===== config.mk =====
export PLATFORM = sky130hd
export DESIGN_NAME = i2c_write_scheduler
export DESIGN_NICKNAME = d
export VERILOG_FILES = /design/src/rtl/i2c_write_scheduler.sv
export SDC_FILE = /design/constraint.sdc
export NUM_CORES = 1
export LEC_CHECK = 0
export BUFFER_PORTS_ARGS = -buffer_cell sky130_fd_sc_hd__buf_4
export CAP_MARGIN = 20
export CELL_PAD_IN_SITES_DETAIL_PLACEMENT = 1
export CELL_PAD_IN_SITES_GLOBAL_PLACEMENT = 2
export CORE_MARGIN = 2
export CORE_UTILIZATION = 38
export CTS_BUF_LIST = sky130_fd_sc_hd__clkbuf_16
export CTS_CLUSTER_SIZE = 25
export DETAILED_ROUTE_END_ITERATION = 8
export PLACE_DENSITY_LB_ADDON = 0.1
export SYNTH_ARGS = -nofsm -noshare
export SYNTH_HDL_FRONTEND = slang
export SYNTH_SLANG_ARGS = --single-unit
export TNS_END_PERCENT = 100

===== constraint.sdc =====
create_clock -name clk -period 3.8 [get_ports clk]
set_input_delay 0.76 -clock clk [delete_from_list [all_inputs] [get_ports clk]]
set_output_delay 0.76 -clock clk [all_outputs]
set_load 0.02 [all_outputs]

===== src/rtl/i2c_write_scheduler.sv =====
// Round-robin scheduler that turns single-byte write requests into START+addr,
// data and STOP commands for a shared byte-level I2C master, with NACK retry and timeouts.
module i2c_write_scheduler #(
  parameter int NUM_REQ        = 2,
  parameter int MAX_RETRY      = 3,
  parameter int TIMEOUT_CYCLES = 2000000,
  parameter int BACKOFF_CYCLES = 1000
) (
  input  logic                 clk,
  input  logic                 rst_n,
  input  logic [NUM_REQ-1:0]   req,
  input  logic [7*NUM_REQ-1:0] req_addr,
  input  logic [8*NUM_REQ-1:0] req_data,
  output logic [NUM_REQ-1:0]   gnt,
  output logic [NUM_REQ-1:0]   done,
  output logic [NUM_REQ-1:0]   err,
  output logic                 m_start,
  output logic                 m_write,
  output logic                 m_stop,
  output logic [7:0]           m_byte,
  input  logic                 m_busy,
  input  logic                 m_nack,
  output logic                 active
);

  localparam int IW   = (NUM_REQ > 1) ? $clog2(NUM_REQ) : 1;
  localparam int TMAX = (TIMEOUT_CYCLES > BACKOFF_CYCLES) ? TIMEOUT_CYCLES : BACKOFF_CYCLES;
  localparam int TW   = $clog2(TMAX + 1);
  localparam int RW   = (MAX_RETRY > 0) ? $clog2(MAX_RETRY + 1) : 1;
  localparam logic [NUM_REQ-1:0] GNT_ONE = NUM_REQ'(1);

  typedef enum logic [3:0] {
    S_IDLE,
    S_ADDR_ISSUE,
    S_ADDR_RISE,
    S_ADDR_FALL,
    S_DATA_ISSUE,
    S_DATA_RISE,
    S_DATA_FALL,
    S_STOP_ISSUE,
    S_STOP_RISE,
    S_STOP_FALL,
    S_BACKOFF,
    S_RELEASE
  } state_t;

  state_t        state;
  logic [IW-1:0] ptr;
  logic [IW-1:0] sel;
  logic [IW-1:0] pick;
  logic          found;
  logic [RW-1:0] retry;
  logic [TW-1:0] timer;
  logic          nack;
  logic [6:0]    cur_addr;
  logic [7:0]    cur_data;
  logic [6:0]    addr_arr [NUM_REQ];
  logic [7:0]    data_arr [NUM_REQ];
  logic          in_wait;
  logic          wait_met;
  logic          timed_out;

  always_comb begin
    for (int i = 0; i < NUM_REQ; i++) begin
      addr_arr[i] = req_addr[i*7 +: 7];
      data_arr[i] = req_data[i*8 +: 8];
    end
  end

  // First set request at or after the pointer, wrapping around.
  always_comb begin
    int            j;
    logic [IW-1:0] jj;
    // NOTE: every variable gets a default before any conditional write, so no latch is inferred.
    pick  = '0;
    found = 1'b0;
    j     = 0;
    jj    = '0;
    for (int k = 0; k < NUM_REQ; k++) begin
      j = int'(ptr) + k;
      if (j >= NUM_REQ) j = j - NUM_REQ;
      jj = IW'(j);
      if (!found && req[jj]) begin
        found = 1'b1;
        pick  = jj;
      end
    end
  end

  assign in_wait   = (state == S_ADDR_RISE) || (state == S_DATA_RISE) || (state == S_STOP_RISE) ||
                     (state == S_ADDR_FALL) || (state == S_DATA_FALL) || (state == S_STOP_FALL);
  assign wait_met  = ((state == S_ADDR_RISE) || (state == S_DATA_RISE) || (state == S_STOP_RISE))
                     ? m_busy : !m_busy;
  assign timed_out = (timer == TW'(TIMEOUT_CYCLES - 1));
  assign active    = (state != S_IDLE);

  // NOTE: all state below is registered with non-blocking assignments so every
  // branch sees the pre-edge values, regardless of statement order.
  always_ff @(posedge clk or negedge rst_n) begin
    if (!rst_n) begin
      state    <= S_IDLE;
      ptr      <= '0;
      sel      <= '0;
      retry    <= '0;
      timer    <= '0;
      nack     <= 1'b0;
      cur_addr <= '0;
      cur_data <= '0;
      gnt      <= '0;
      done     <= '0;
      err      <= '0;
      m_start  <= 1'b0;
      m_write  <= 1'b0;
      m_stop   <= 1'b0;
      m_byte   <= '0;
    end else begin
      m_start <= 1'b0;
      m_write <= 1'b0;
      m_stop  <= 1'b0;
      done    <= '0;
      err     <= '0;

      if (in_wait && !wait_met && timed_out) begin
        // Master assumed hung: abandon without attempting STOP.
        err   <= gnt;
        state <= S_RELEASE;
      end else begin
        unique case (state)
          S_IDLE: begin
            if (found) begin
              sel      <= pick;
              gnt      <= GNT_ONE << pick;
              cur_addr <= addr_arr[pick];
              cur_data <= data_arr[pick];
              nack     <= 1'b0;
              state    <= S_ADDR_ISSUE;
            end
          end
          S_ADDR_ISSUE: begin
            if (!m_busy) begin
              m_byte  <= {cur_addr, 1'b0};
              m_start <= 1'b1;
              timer   <= '0;
              state   <= S_ADDR_RISE;
            end
          end
          S_ADDR_RISE, S_DATA_RISE, S_STOP_RISE: begin
            if (m_busy) begin
              timer <= '0;
              state <= (state == S_ADDR_RISE) ? S_ADDR_FALL :
                       (state == S_DATA_RISE) ? S_DATA_FALL : S_STOP_FALL;
            end else begin
              timer <= timer + TW'(1);
            end
          end
          S_ADDR_FALL: begin
            if (!m_busy) begin
              if (m_nack) begin
                nack  <= 1'b1;
                state <= S_STOP_ISSUE;
              end else begin
                state <= S_DATA_ISSUE;
              end
            end else begin
              timer <= timer + TW'(1);
            end
          end
          S_DATA_ISSUE: begin
            if (!m_busy) begin
              m_byte  <= cur_data;
              m_write <= 1'b1;
              timer   <= '0;
              state   <= S_DATA_RISE;
            end
          end
          S_DATA_FALL: begin
            if (!m_busy) begin
              nack  <= m_nack;
              state <= S_STOP_ISSUE;
            end else begin
              timer <= timer + TW'(1);
            end
          end
          S_STOP_ISSUE: begin
            if (!m_busy) begin
              m_stop <= 1'b1;
              timer  <= '0;
              state  <= S_STOP_RISE;
            end
          end
          S_STOP_FALL: begin
            if (!m_busy) begin
              if (!nack) begin
                done  <= gnt;
                state <= S_RELEASE;
              end else if (retry < RW'(MAX_RETRY)) begin
                retry <= retry + RW'(1);
                timer <= '0;
                state <= S_BACKOFF;
              end else begin
                err   <= gnt;
                state <= S_RELEASE;
              end
            end else begin
              timer <= timer + TW'(1);
            end
          end
          S_BACKOFF: begin
            if (timer == TW'(BACKOFF_CYCLES - 1)) begin
              nack  <= 1'b0;
              timer <= '0;
              state <= S_ADDR_ISSUE;
            end else begin
              timer <= timer + TW'(1);
            end
          end
          S_RELEASE: begin
            gnt   <= '0;
            ptr   <= (sel == IW'(NUM_REQ - 1)) ? '0 : sel + IW'(1);
            retry <= '0;
            state <= S_IDLE;
          end
          default: state <= S_IDLE;
        endcase
      end
    end
  end

endmodule

==> impl_metrics.json, run 1 <==
{
  "outcome": "completed",
  "r2r-start": "state[1]",
  "grtUsageMet3_pct": 3.313,
  "start_util_pct": 39.09,
  "yosysTopAreaCell": "dfrtp_1",
  "wl_um": 9509,
  "netlist_instances": 389,
  "fillerInstances": 1087,
  "seq_area_frac_synth_pct": 42.95,
  "p_per_area_nw_per_um2": 728.4,
  "grt_util_met1_pct": 28.84,
  "cts_resized": 0,
  "setup_tns_ps": 0,
  "ys_top_cells_by_area": "dfrtp_1 43%, mux2i_1 6.4%, nand2_1 5.4%",
  "ant_nets": 0,
  "synth_seq_cells": 62,
  "endpoint_kind": "flip-flop",
  "rsz0062_at_grt": "false",
  "max-clock-path-buffers": 2,
  "power_leakage_nw": 1.954,
  "crit_buf_inv": 0,
  "io_buffers": 53,
  "die_h_um": 101.5,
  "postCtsSetupBuffers": 0,
  "timing.hold.worst.class": "reg -> reg",
  "hold_buffers": 0,
  "core_sq_um": 9240,
  "synth_flop_cell": "dfrtp_1",
  "clk_pin_slew_ps": 60,
  "yosysTopAreaCellShare_pct": 42.95,
  "regToRegEndpoint": "timer[17]",
  "synth_compound_area_share_pct": 20.71,
  "cts.sinks": 62,
  "vdd_drop_max_v": 0.0002798,
  "synthSimpleGateAreaFrac_pct": 23.21,
  "cp.required_ps": 4000,
  "die_area_sq_um": 10300,
  "final_nets": 470,
  "vias_per_cell": 5.505,
  "cts.htree.levels": 3,
  "crit_family": "simple AND/OR/NAND/NOR gates",
  "synth_cell_types": 60,
  "worst_setup_path_start_kind": "flip-flop",
  "yosysWarnings": 0,
  "finClkSkew_ps": 9.564,
  "critical_path.cell_chain": "or2_1 -> a2bb2oi_1 -> o221ai_2 -> nor2_1 -> nand3_2 -> o41ai_1",
  "report.final.slew_viol_count": 0,
  "drive_gt1_share_pct": 20.82,
  "drtIter0Drc": 159,
  "track_usage_pct": 20.00,
  "regArea_sq_um": 1551,
  "grt_pass1_vias": 3063,
  "drtPass1Iterations": 4,
  "min_period_over_period_pct": 78.73,
  "cp_slowest_cell": "dfrtp_1",
  "synthMuxAreaShare_pct": 7.309,
  "syn_avg_cell_area_sq_um": 9.286,
  "cts_tree": "built",
  "regToRegSetupSlack_ps": 810,
  "n_antenna_cell": 0,
  "drc": 0,
  "crit_type": "reg -> reg",
  "placementRows": 35,
  "syn-num-nets": 427,
  "globalplace.congestion": 0.7952,
  "clockRootBuffer": "clkbuf_16",
  "busiest_layer": "met2",
  "cts_made_buffers": 9,
  "overflow": 0,
  "synthAdderAreaFrac_pct": 0.6928,
  "die_x_um": 101.5,
  "min_period_ps": 2992,
  "fin_cells": 566,
  "async_flop_share_pct": 100.0,
  "hold_violations": 0,
  "cp-endpoint": "timer[17]",
  "multiInputGateArea_sq_um": 1888,
  "synth_top_family_by_area": "simple AND/OR/NAND/NOR gates",
  "clk_latency_ps": 330,
  "wire_per_inst_um": 16.80,
  "use_met2_pct": 30.26,
  "r2r_cells": 6,
  "max-cap-violations": 0,
  "worstSetupPathDepth": 6,
  "synth_xor_area_share_pct": 0.2425,
  "syn_to_final_growth_pct": 20.37,
  "max_stage_delay_ps": 950,
  "placed_cells": 550,
  "synth_area_sq_um": 3612,
  "setup_violations": 0,
  "critPathMaxFanout": 31,
  "grt_pass1_wl_um": 16160,
  "antenna_found_initial": 0,
  "pin_count": 54,
  "max_slew.worst_pin.slew_ps": 1025,
  "grt_max_degree": 63,
  "dp_hpwl_um": 6654,
  "slew_headroom_pct": 31.67,
  "num_vias": 3116,
  "synth_edf_count": 0,
  "cp.arrival_ps": 3190,
  "maxClockFrequency_mhz": 334.2,
  "crit_start": "state[1]"
}
[synth_stat cells, types with 7 or more instances]
cell type and n:
a21oi_1 9, a22o_1 7, and2_1 7, clkbuf_1 10
dfrtp_1 62, inv_1 7, mux2i_1 23, nand2_1 52
nand2b_1 9, nand3_1 15, nor2_1 19, nor3_1 8
o21ai_0 32, o21ai_1 12
[flip-flops by register name, indices dropped and copies added (netlist names)]
name	count
gnt	2
m_byte	8
nack	1
state	4
done	2
m_start	1
timer	21
err	2
retry	2
sel	1
ptr	1
cur_addr	7
cur_data	8
m_write	1
m_stop	1
[worst register-to-register path: stages, from the launching register on]
cell       delay, ps
dfrtp_1          950
or2_1            250
a2bb2oi_1        210
o221ai_2         150
nor2_1           460
nand3_2          370
o41ai_1          480
[power breakdown]
part / switching, W / internal, W / total [W]
clock network: 0.000309 / 0.000504 / 0.000812
registers: 0.000199 / 0.000840 / 0.00104
logic: 0.000773 / 0.000544 / 0.00132
[cells by family (layout without fill, tap and decap cells)]
family | Yosys count | count (layout)
simple gates | 159 | 159
compound gates | 107 | 107
flops | 62 | 62
buf+inv | 32 | 80
mux | 26 | 26
fa+ha+maj | 2 | 2
xor+xnor | 1 | 1
[layout by cell type (no fill, tap or decap), types with 4 or more instances in the layout]
cell type  synthesis  final
and3_1             5      5
o31ai_1            4      4
buf_4              2     57
o22ai_1            4      4
nand2_1           52     52
a21o_1             6      6
a21oi_1            9      9
nor2_1            19     19
a22o_1             7      7
inv_1              7      9
o41ai_1            4      4
nor2b_1            6      6
clkbuf_16          0      9
o21bai_1           5      5
nand3_1           15     15
and2_1             7      7
nand2b_1           9      9
o21ai_1           12     12
o21ai_0           32     31
nor3_1             8      8
nor3b_1            4      4
dfrtp_1           62     62
a2bb2oi_2          5      5
or2_2              4      4
nand4_1            6      6
mux2i_1           23     23
[how the worst min path moves through the flow]
stage / startpoint / to / slack [ps] / depth (start not counted)
6_report: sel / ptr / 470 / 1
5_1_grt: sel / sel / 510 / 1
4_1_cts: sel / ptr / 470 / 1
3_5_place_dp: sel / ptr / 460 / 1
3_3_place_gp: sel / ptr / 450 / 1
2_1_floorplan: sel / ptr / 440 / 1
[per-stage QoR]
stage | instance area, sq um | hold WS (ps) | worst slack, ps | total power, W | utilization [%]
2_1_floorplan | 3612 | 437.4 | 1442 | 0.002042 | -
3_3_place_gp | 4055 | 453.2 | 913.2 | 0.002350 | 43.89
3_5_place_dp | 4055 | 464.9 | 802.0 | 0.002380 | 43.89
4_1_cts | 4348 | 471.6 | 806.4 | 0.003205 | 47.05
5_1_grt | 4348 | 507.8 | 502.2 | 0.003416 | 47.05
6_report | 4348 | 469.8 | 808.2 | 0.003167 | 47.05
[layout make-up]
cell class | count | share of cell area, %
multi-input combinational | 295 | 43.42
sequential | 62 | 35.68
timing repair buffer | 57 | 9.842
clock buffer | 9 | 5.180
tap | 129 | 3.712
clock inverter | 7 | 1.554
inverter | 7 | 0.6043
[routing by layer]
metal  routed length [um]  up-vias
li1                     -     1507
met1                 4643     1544
met2                 4399       56
met3                  313        9
met4                  152        0
met5                    0        -
Power figures use the tool's default switching activity.
==> run 2: changes to the inputs <==
- ABC_AREA: default -> 1
- CORE_UTILIZATION: 38 -> 32
- clock period: 3.8 -> 2.9 ns (I/O delays scaled with it)
==> run 2 against run 1 <==
Non-clock buffer count fell by 3. Routed wire length rose by 32%. Combinational power is 79% higher. Design area is 14% higher. Worst setup slack lost 130 ps. Clock power up 56%. First-iteration DRC count increased by 39%. Hold slack worse by 110 ps. Via count up 29%. Critical path depth grew 4. Largest cell class unchanged.
==> impl_metrics.json, run 2 <==
{
  "outcome": "completed",
  "cts_made_buffers": 9,
  "die_x_um": 117.1,
  "hold_violations": 0,
  "yosysMostFrequentCell": "nand2_1",
  "cp.arrival_ps": 2450,
  "fillerInstances": 1636,
  "drive_gt1_share_pct": 17.86,
  "yosysTopAreaCell": "dfrtp_1",
  "most-common-layout-cells": "201 x nand2_1, 84 x nor2_1, 62 x dfrtp_1",
  "report.final.slew_viol_count": 0,
  "io_buffers": 53,
  "syn_to_final_growth_pct": 21.12,
  "synthMuxAreaShare_pct": 0,
  "regArea_sq_um": 1551,
  "endpoint_kind": "flip-flop",
  "crit_type": "reg -> reg",
  "netlist_instances": 590,
  "max-cap-violations": 0,
  "max_slew.worst_pin.slew_ps": 851.6,
  "wl_um": 12550,
  "dp_hpwl_um": 9487,
  "synth_cell_types": 37,
  "synthAdderAreaFrac_pct": 0.6114,
  "ant_nets": 0,
  "max-clock-path-buffers": 2,
  "cts.sinks": 62,
  "multiInputGateArea_sq_um": 2222,
  "drtIter0Drc": 221,
  "num_vias": 4013,
  "min_period_over_period_pct": 76.49,
  "hold_buffers": 0,
  "synth_seq_cells": 62,
  "setup_tns_ps": 0,
  "worst_setup_path_start_kind": "flip-flop",
  "finClkSkew_ps": 7.826,
  "clockRootBuffer": "clkbuf_16",
  "maxClockFrequency_mhz": 450.8,
  "reg_top3": "timer x21, cur_data x8, m_byte x8",
  "core_sq_um": 12570,
  "final_common_cell": "nand2_1",
  "setup_violations": 0,
  "postCtsSetupBuffers": 0,
  "timing.hold.worst.class": "in -> async",
  "yosysWarnings": 0,
  "grt_pass1_wl_um": 20690,
  "vdd_drop_max_v": 0.0004060,
  "crit_start": "timer[0]",
  "seq_area_frac_synth_pct": 37.91,
  "die_h_um": 117.1,
  "track_usage_pct": 19.73,
  "wire_per_inst_um": 15.38,
  "fin_cells": 816,
  "grt_max_degree": 63,
  "synth_area_sq_um": 4093,
  "placementRows": 41,
  "antenna_found_initial": 0,
  "critPathMaxFanout": 7,
  "synth_xor_area_share_pct": 0.6420,
  "cp.required_ps": 3130,
  "die_area_sq_um": 13710,
  "utilization_pct": 39.44,
  "cts.htree.levels": 3,
  "n_antenna_cell": 0,
  "async_flop_share_pct": 100.0,
  "drc": 0,
  "placed_cells": 800,
  "regMostFlops": "timer",
  "slew_headroom_pct": 43.23,
  "finalWorstSetupSlack_ps": 681.7,
  "dpl_worst_slack_ps": 677.7,
  "synth_compound_area_share_pct": 6.328,
  "synth_edf_count": 0,
  "ys_top_cells_by_area": "dfrtp_1 38%, nand2_1 18%, nor2_1 7.7%",
  "synthTopCellsByCount": "201 x nand2_1, 84 x nor2_1, 62 x dfrtp_1, 52 x inv_1, 52 x nand3_1",
  "regToRegSetupSlack_ps": 680,
  "synth_flop_cell": "dfrtp_1",
  "yosysTopAreaCellShare_pct": 37.91,
  "syn-num-nets": 628,
  "cts_resized": 0,
  "pin_count": 54,
  "overflow": 0,
  "final_nets": 677,
  "start_util_pct": 32.56,
  "globalplace.congestion": 0.8736,
  "clk_latency_ps": 340,
  "r2r-start": "timer[0]",
  "min_period_ps": 2218,
  "synthSimpleGateAreaFrac_pct": 46.71,
  "power_leakage_nw": 2.464,
  "drtPass1Iterations": 4,
  "rsz0062_at_grt": "false",
  "p_per_area_nw_per_um2": 1003,
  "clk_pin_slew_ps": 60,
  "grt_pass1_vias": 4127,
  "vias_per_cell": 4.918,
  "synth_top_family_by_area": "simple AND/OR/NAND/NOR gates",
  "largest_reg_flops": 21,
  "syn_avg_cell_area_sq_um": 6.937,
  "cts_tree": "built"
}
## run 2: changes by cell type after synthesis, sizes merged, moves of 10 or more
cell,change
a31oi,+20
inv,+50
mux2i,-23
nand2,+165
nand3,+39
nand4,+10
nor2,+82
o21ai,-34
## run 2: cell families after synthesis
kind of cell,count (synthesis)
XOR/XNOR,3
AND/OR/NAND/NOR,407
AO/OA/AOI/OAI,42
buffers and inverters,74
adder cells (fa/ha/maj),2
flip-flops,62
## run 2: cell type report
type                    count  share of cell area, %
flip-flops and latches     62                  31.30
clock inverters             7                  2.423
well taps                 172                  4.341
repair buffers             54                  8.178
clock buffers               9                  4.543
inverters                  58                  4.392
multi-input cells         454                  44.83
## run 2: worst max-delay path: stages (launching register included)
cell and delay, ps:
dfrtp_1 460, ha_1 340, nand2_1 120, nor2_1 210
nand2_1 150, nor4_1 470, nand2_1 110, nand3_1 90
nand2_1 50, nand2_1 70, inv_1 30
## run 2: power by group
group	leakage, nW	switching (W)	internal (W)
logic	1.51	0.00160	0.000765
clock network	0.166	0.000428	0.000844
registers	0.786	0.000217	0.00112
## run 2: path summary, 6_finish.rpt
check / cells past startpoint / to
setup / recovery: 10 / timer[12]
hold / removal: 1 / timer[13]
setup reg to reg: 10 / timer[12]
hold reg to reg: 1 / ptr
max in group asynchronous: 1 / sel
min in group clk: 1 / ptr
## run 2: stage by stage
stage,hold WS (ps),area [sq um],total power [W]
6_report,359.8,4957,0.004970
5_1_grt,410.9,4957,0.005375
4_1_cts,380.6,4957,0.005057
3_5_place_dp,469.6,4612,0.003746
3_3_place_gp,459.0,4612,0.003701
2_1_floorplan,284.4,4093,0.003117
## run 2: metal layers
metal  part of all wire, %  global-route usage [%]  wire length (um)  up-vias
met3                   4.2                   4.840               528       24
met2                    49                   33.10              6119       86
li1                      -                       -                 -     1988
met4                   2.0                   7.608               256        0
met1                    45                   24.53              5645     1915
met5                     0                       0                 0        -
==> run 3: changes to the inputs <==
- CORE_UTILIZATION: 32 -> 29
- clock period: 2.9 -> 2 ns (I/O delays scaled with it)
==> run 3 against run 2 <==
The run now ends with hold timing left. Via count rose by 0.85%. Hold slack got worse by 370 ps. Utilization fell by 2.2 points. Clock skew up 0.80 ps. Critical path type unchanged. Largest cell class unchanged. Highest routed layer unchanged.
==> impl_metrics.json, run 3 (synthesis gave the netlist of run 2 again) <==
{
  "outcome": "finished with violations",
  "violations": "hold timing",
  "critical_path.cell_chain": "nor2_1 -> nand2_1 -> nor2_1 -> nand3_1 -> nand2_1 -> nand4_1 -> buf_4 -> nand2_2 -> nand2_1 -> nand2_1",
  "n_antenna_cell": 0,
  "maxClockFrequency_mhz": 543.5,
  "clockRootBuffer": "clkbuf_16",
  "finClkSkew_ps": 8.624,
  "drtPass1Iterations": 4,
  "reg_top3": "timer x21, cur_data x8, m_byte x8",
  "grt_pass1_wl_um": 21750,
  "timing.hold.worst.class": "in -> async",
  "grt_max_degree": 36,
  "die_x_um": 122.8,
  "drtIter0Drc": 147,
  "clockPowerShare_pct": 19.5,
  "endpoint_kind": "flip-flop",
  "dp_hpwl_um": 10480,
  "final_nets": 706,
  "num_vias": 4047,
  "vias_per_cell": 4.756,
  "syn_to_final_growth_pct": 25.89,
  "clk_latency_ps": 340,
  "max-clock-path-buffers": 2,
  "grt_pass1_vias": 4237,
  "p_per_area_nw_per_um2": 1404,
  "globalplace.congestion": 0.8956,
  "worst_setup_path_start_kind": "flip-flop",
  "die_area_sq_um": 15080,
  "hold_violations": 3,
  "setup_violations": 0,
  "timing.hold.ws_ps": -7.067,
  "cp_slowest_cell": "dfrtp_1",
  "cts_tree": "built",
  "cp.required_ps": 2270,
  "most-common-layout-cells": "201 x nand2_1, 82 x nor2_1, 80 x buf_4",
  "critPathMaxFanout": 5,
  "rsz0062_at_grt": "true",
  "max-cap-violations": 0,
  "cp.arrival_ps": 2110,
  "p_comb_share_pct": 53.9,
  "clk_pin_slew_ps": 60,
  "cts.htree.levels": 3,
  "io_buffers": 53,
  "largest_reg_flops": 21,
  "p_seq_share_pct": 26.6,
  "min_period_ps": 1840,
  "setup_tns_ps": 0,
  "switching_share_pct": 46.14,
  "finalWorstSetupSlack_ps": 160.1,
  "regMostFlops": "timer",
  "placementRows": 43,
  "regToRegSetupSlack_ps": 160,
  "core_sq_um": 13830,
  "antenna_found_initial": 0,
  "vdd_drop_max_v": 0.0004810,
  "p_sw_w": 0.003338,
  "drc": 0,
  "min_period_over_period_pct": 92.00,
  "wl_um": 13320,
  "pin_count": 54,
  "max_slew.worst_pin.slew_ps": 496.1,
  "power_leakage_nw": 2.579,
  "crit_type": "reg -> reg",
  "start_util_pct": 29.60,
  "final_common_cell": "nand2_1",
  "wire_per_inst_um": 15.65,
  "drive_gt1_share_pct": 22.06,
  "max_stage_delay_ps": 370,
  "ant_nets": 0,
  "slew_headroom_pct": 66.72,
  "crit_top_cell": "nand2_1",
  "cts.sinks": 62,
  "p_int_w": 0.003896,
  "track_usage_pct": 19.05,
  "cts_made_buffers": 9,
  "die_h_um": 122.8,
  "overflow": 0,
  "report.final.slew_viol_count": 0,
  "dpl_worst_slack_ps": 111.7
}
## run 3: cell count changes in the layout (fill, tap and decap cells not counted), moves of 2 or more
cell	previous run	this run
dfrtp_1	62	58
buf_4	54	80
bufinv_16	3	0
dfrtp_2	0	4
buf_12	0	3
nor2_1	84	82
inv_6	2	0
## run 3: path summary, 6_finish.rpt
| path | start | to | cells past startpoint |
|---|---|---|---|
| worst max-delay path | timer[12] | state[1] | 10 |
| worst min-delay path | rst_n | timer[15] | 1 |
| worst max register to register | timer[12] | state[1] | 10 |
| worst min register to register | sel | sel | 2 |
| max in group asynchronous | rst_n | state[3] | 2 |
| min in group clk | req_data[15] | cur_data[7] | 3 |
## run 3: power groups by stage
stage	Sequential, W	Clock [W]	Combinational [W]
after detailed placement	0.00194	0	0.00393
after floorplan	0.00197	0	0.00255
after CTS	0.00192	0.00147	0.00395
after global routing	0.00198	0.00152	0.00433
final	0.00192	0.00141	0.00390
after global placement	0.00193	0	0.00390
## run 3: area by class of cell
class / count / area, sq um
fillers: 1715 / 8675
multi-input cells: 454 / 2237
flip-flops and latches: 62 / 1556
repair buffers: 83 / 660.6
clock buffers: 9 / 225.2
well taps: 180 / 225.2
inverters: 58 / 217.7
clock inverters: 5 / 30.03
## run 3: worst max-delay path: cells and delay by family (launching register included)
family	cells	cell delay (ps)
simple gates	9	1240
flops	1	370
buf+inv	1	180
## run 3: stage by stage
step	hold WS, ps	util, %	power (W)	instances	area, sq um
floorplan	104.4	-	0.004519	590	4093
global placement	366.5	35.27	0.005824	837	4877
detailed placement	372.6	35.27	0.005872	837	4877
CTS	7.034	37.12	0.007342	851	5132
global route	22.49	37.26	0.007827	851	5152
finish	-7.067	37.26	0.007233	851	5152
## run 3: what timing repair did
item,in CTS,in global routing
hold endpoints to repair,0,0
resized for setup,0,8
buffers inserted,0,0
endpoints found under the setup margin,0,8
hold buffers,0,0
## run 3: layer usage
metal	part of all wire [%]	track usage [%]	vias to the layer above
met4	2.0	7.974	0
met1	47	23.76	1918
li1	-	-	2052
met3	3.0	2.974	18
met5	0	0	-
met2	49	32.56	59
